<file path="src/rtl/alu_issue_stage.sv">
// Execute-entry stage: decodes RV32I ALU-class instructions into operand/op form
// and presents them to the ALU through a registered 2-entry skid buffer.
`timescale 1ns/1ps
module alu_issue_stage #(
  parameter int XLEN = 32,
  parameter int RD_W = 5
) (
  input  logic            clk,
  input  logic            rst,
  input  logic            flush,
  input  logic            in_valid,
  output logic            in_ready,
  input  logic [6:0]      in_opcode,
  input  logic [2:0]      in_funct3,
  input  logic            in_funct7_5,
  input  logic [XLEN-1:0] in_rs1_data,
  input  logic [XLEN-1:0] in_rs2_data,
  input  logic [XLEN-1:0] in_imm,
  input  logic [XLEN-1:0] in_pc,
  input  logic [RD_W-1:0] in_rd,
  output logic            out_valid,
  input  logic            out_ready,
  output logic [XLEN-1:0] out_a,
  output logic [XLEN-1:0] out_b,
  output logic [2:0]      out_operation,
  output logic [RD_W-1:0] out_rd,
  output logic            out_illegal
);

  localparam logic [6:0] OPC_OP     = 7'b0110011;
  localparam logic [6:0] OPC_OP_IMM = 7'b0010011;
  localparam logic [6:0] OPC_LUI    = 7'b0110111;
  localparam logic [6:0] OPC_AUIPC  = 7'b0010111;
  localparam logic [6:0] OPC_LOAD   = 7'b0000011;
  localparam logic [6:0] OPC_STORE  = 7'b0100011;

  typedef enum logic [2:0] {
    ALU_ADD = 3'b000,
    ALU_SUB = 3'b001,
    ALU_AND = 3'b010,
    ALU_OR  = 3'b011,
    ALU_XOR = 3'b100
  } alu_op_e;

  typedef struct packed {
    logic [XLEN-1:0] a;
    logic [XLEN-1:0] b;
    alu_op_e         op;
    logic [RD_W-1:0] rd;
    logic            illegal;
  } entry_t;

  entry_t dec;
  entry_t main_q;
  entry_t skid_q;
  logic   main_valid;
  logic   skid_valid;
  logic   in_xfer;
  logic   out_xfer;

  // Unsupported encodings leave operands and op at zero but still carry rd.
  always_comb begin
    dec         = '0;
    dec.rd      = in_rd;
    dec.illegal = 1'b1;
    case (in_opcode)
      OPC_OP, OPC_OP_IMM: begin
        dec.a       = in_rs1_data;
        dec.b       = (in_opcode == OPC_OP) ? in_rs2_data : in_imm;
        dec.illegal = 1'b0;
        case (in_funct3)
          3'b000:  dec.op = (in_opcode == OPC_OP && in_funct7_5) ? ALU_SUB : ALU_ADD;
          3'b100:  dec.op = ALU_XOR;
          3'b110:  dec.op = ALU_OR;
          3'b111:  dec.op = ALU_AND;
          default: begin
            dec.illegal = 1'b1;
            dec.a       = '0;
            dec.b       = '0;
          end
        endcase
      end
      OPC_LUI: begin
        dec.b       = in_imm;
        dec.illegal = 1'b0;
      end
      OPC_AUIPC: begin
        dec.a       = in_pc;
        dec.b       = in_imm;
        dec.illegal = 1'b0;
      end
      OPC_LOAD, OPC_STORE: begin
        dec.a       = in_rs1_data;
        dec.b       = in_imm;
        dec.illegal = 1'b0;
      end
      default: ;
    endcase
  end

  assign in_ready = !skid_valid;
  assign in_xfer  = in_valid && in_ready;
  assign out_xfer = main_valid && out_ready;

  // The skid entry is always older than new input, so it refills main first.
  always_ff @(posedge clk) begin
    if (rst) begin
      main_valid <= 1'b0;
      skid_valid <= 1'b0;
      main_q     <= '0;
      skid_q     <= '0;
    end else if (flush) begin
      main_valid <= 1'b0;
      skid_valid <= 1'b0;
    end else if (!main_valid) begin
      if (in_xfer) begin
        main_q     <= dec;
        main_valid <= 1'b1;
      end
    end else if (out_xfer) begin
      if (skid_valid) begin
        main_q     <= skid_q;
        skid_valid <= 1'b0;
      end else if (in_xfer) begin
        main_q <= dec;
      end else begin
        main_valid <= 1'b0;
      end
    end else if (in_xfer) begin
      skid_q     <= dec;
      skid_valid <= 1'b1;
    end
  end

  assign out_valid     = main_valid;
  assign out_a         = main_q.a;
  assign out_b         = main_q.b;
  assign out_operation = main_q.op;
  assign out_rd        = main_q.rd;
  assign out_illegal   = main_q.illegal;

endmodule

</file>
<file path="config.mk">
export PLATFORM = sky130hd
export DESIGN_NAME = alu_issue_stage
export DESIGN_NICKNAME = d
export VERILOG_FILES = /design/src/rtl/alu_issue_stage.sv
export SDC_FILE = /design/constraint.sdc
export NUM_CORES = 1
export LEC_CHECK = 0
export CAP_MARGIN = 10
export CORE_UTILIZATION = 48
export CTS_CLUSTER_DIAMETER = 120
export DETAILED_ROUTE_END_ITERATION = 6
export PLACE_DENSITY = 0.81
export SLEW_MARGIN = 20
export SYNTH_ARGS = -nofsm -noshare
export SYNTH_HDL_FRONTEND = slang
export SYNTH_SLANG_ARGS = --single-unit
</file>
<file path="constraint.sdc">
create_clock -name clk -period 1.9 [get_ports clk]
set_input_delay 0.19 -clock clk [delete_from_list [all_inputs] [get_ports clk]]
set_output_delay 0.19 -clock clk [all_outputs]
set_load 0.01 [all_outputs]
</file>
==> key figures, run 1 <==
Floorplan
  – Effective utilization at floorplan: around half
  – Die W: 127 um
  – Core area: 0.0152 mm^2
  – Die Y: 127 um
  – Die Area: 0.0161 mm^2
  – # rows: 45
  – I/O Pins: around 220

Clock tree
  – CTS buffer count: 17
  – CTS tree: built
  – Post-CTS Hold Buffers: 0
  – Clk sink count: 148
  – Setup repair bufs after CTS: 0
  – H-tree levels: 4
  – Resized Gates After CTS: 0
  – Max clock buf depth: 2
  – Clk slew on worst S/H paths: 0.06 ns
  – Root buffer cell: clkbuf_16
  – Worst skew pair latency: 0.43 ns

Routing
  – Vias per std cell: 6.70
  – Post-route DRC: 0
  – Wire per inst: 20.6 um
  – Routed Antenna Nets: 0
  – Vias: 7994
  – TritonRoute pass-1 iters: 5
  – Initial DRC Count: just over 900
  – Wirelength, routed: 24600 um

Synthesis
  – Synth cell types: 48
  – Cell accounting for the most synthesized area: dfxtp_1
  – Post-synth top area share: between 30% and 40%
  – Cell count after synthesis: ~790
  – Mapped Avg Cell Area: 9.41 um^2
  – Leading cell type by number of instances after synthesis: dfxtp_1
  – Post-synth EDFFs: 0
  – Post-Syn Area: roughly 0.0075 mm^2
  – Post-synthesis sequential area ratio: 39.6%
  – Top cells by area, synth: dfxtp_1, o221ai_1, a31oi_1
  – Post-Syn Nets: ~940
  – #FFs+latches synth: 148
  – Synth cell count leaders: dfxtp_1, clkbuf_1, o221ai_1
  – Ys async rst share: 0%
  – Ys flop type: dfxtp_1
  – Yosys warns: 0

Timing
  – Final worst path period share: 93.4%
  – Worst rel slew slack: between 60% and 70%
  – Fin. Hold Viols: 0
  – Worst slew pin tran: between 0.5 and 0.6 ns
  – Minimum clock period: 1.77 ns
  – Final Setup Violations: 0
  – Clock Skew: 0.0104 ns
  – Max Clk Rate: about 560 MHz
  – Setup slack after layout: 0.126 ns
  – RSZ-0062 raised after global routing: no
  – Pins Over Slew Limit: 0
  – Setup_tns: 0 ns

Finish
  – Non-filler instance count after layout: 1194
  – Diode count: 0
  – Layout area overhead: 43.7%
  – Layout cells sized above 1: 15.6%
  – Final Util: a little over two thirds
  – Fin nets: between 1000 and 1500

Power
  – Pleak: 3.27 nW
  – Maximum VDD drop: 700 uV
  – Pwr Total: around 7.9 mW
  – Cell Pwr Density: 733 mW/mm^2
  – Clock Power Share: a little over two fifths
  – Switch share: 25.1%
  – Comb power frac: 16.7%
  – Int Pwr: 5.89 mW
  – Sequential power share: 41.6%
  – Net load switching power: ~2 mW

Placed design
  – IO buf count: 223
  – GP Congestion: 0.820
  – Place WS: -0.151 ns
  – HPWL after DPL: 15900 um
  – Placed cells: 1163

Setup path
  – Worst path required time: 2.19 ns
  – Setup crit end kind: flip-flop
  – CP Launch Type: flip-flop
  – Reg2reg start: out_valid
  – WP data arrival: approximately 2.1 ns
  – Crit-path max FO: 37
  – Reg2reg setup slack: between 0.1 and 0.15 ns
  – Register-to-Register Path Depth: 5
  – Setup CP Type: reg2reg
  – FF-to-FF End: out_b[12]

Global routing
  – Total gr overflow: 0
  – Initial antenna violation count: 0
  – M1 GR Usage: 38.6%
  – GRT Max-Usage Layer: met2
  – Vias in the first global route: ~7600
  – Total GRT Usage: 30.1%
  – Met2 Resource Use GR: 50.5%
  – Met3 usage: ~5.6%
  – First-pass GRT wire length: 38700 um
  – Largest net degree at the start of global routing: 62

Worst hold path
  – Min-delay src: rst
  – WHS Path Cells: 2
  – HP Class: in2reg
  – WHS Endpoint: skid_q[20]

Flow run
  – Max-Cap Viols: 0

Outcome
  – Status: completed
## state kept, by name, summed over array words and instances (netlist names)
register	flops
out_a	32
out_b	32
out_illegal	1
out_operation	3
out_rd	5
out_valid	1
skid_q	73
skid_valid	1
## cell families (layout without fill, tap and decap cells)
family          count (synthesis)  in the layout  share of synthesized area, %
xor+xnor                        1              1                         0.117
flops                         148            148                          39.6
simple gates                  214            214                          18.5
buf+inv                       110            322                          8.19
compound gates                321            321                          33.5
## cells in the final DEF, fill, tap and decap left out, types with 33 or more instances in the layout
cell             Yosys  routed
a31oi_1             61      61
clkdlybuf4s50_1      0     221
dfxtp_1            148     148
buf_4                1      38
nand3_1             33      33
a21oi_1             42      42
o221ai_1            64      64
nor2_1              45      42
nand4_1             33      33
## metal layers
layer / routed length, um / up-vias
met3: 2210 / 45
met2: 11700 / 498
met1: 10200 / 3803
met5: 0 / -
li1: - / 3648
met4: 448 / 0
## per-stage QoR
step / hold WS (ns) / area, um^2
final: 0.182 / 10700
after global routing: 0.177 / 10700
after CTS: 0.168 / 10700
after detailed placement: 0.446 / 10200
after global placement: 0.439 / 10200
after floorplan: 0.306 / 7470
## power by group through the flow
stage	Clock [mW]	Sequential (mW)	Combinational (mW)
2_1_floorplan	0	3.36	0.508
3_5_place_dp	0	3.34	1.30
5_1_grt	3.42	3.28	1.39
3_3_place_gp	0	3.33	1.28
4_1_cts	3.30	3.27	1.30
6_report	3.28	3.27	1.32
## worst max path at each step
stage | startpoint | slack (ns) | endpoint | cells after the start
final | out_valid | 0.13 | out_b[12] | 5
after global routing | out_valid | 0.04 | out_b[12] | 5
after CTS | out_valid | 0.11 | out_b[12] | 5
after detailed placement | in_funct3[1] | -0.15 | skid_q[37] | 7
after global placement | in_opcode[3] | -0.12 | out_operation[0] | 7
after floorplan | out_valid | 0.22 | out_b[0] | 7
## cell type report
class	instances	area (um^2)
Fill cell	1157	4460
Multi-Input combinational cell	536	3930
Timing Repair Buffer	287	3030
Sequential cell	148	2960
Clock buffer	21	460
Tap cell	188	235
Clock inverter	10	108
Inverter	4	15.0
## worst max-delay path, cell delays in order (launching register included)
cell	delay, ns
dfxtp_1	0.47
nand2_2	0.13
or3_2	0.50
buf_12	0.21
o221ai_1	0.23
a31oi_1	0.08
Power figures use the tool's default switching activity.
==> run 2: changes to the inputs <==
SLEW_MARGIN = not set   (was 20)
==> results of run 2 <==
The final DEF is identical to that of run 1; final timing and power are the same.
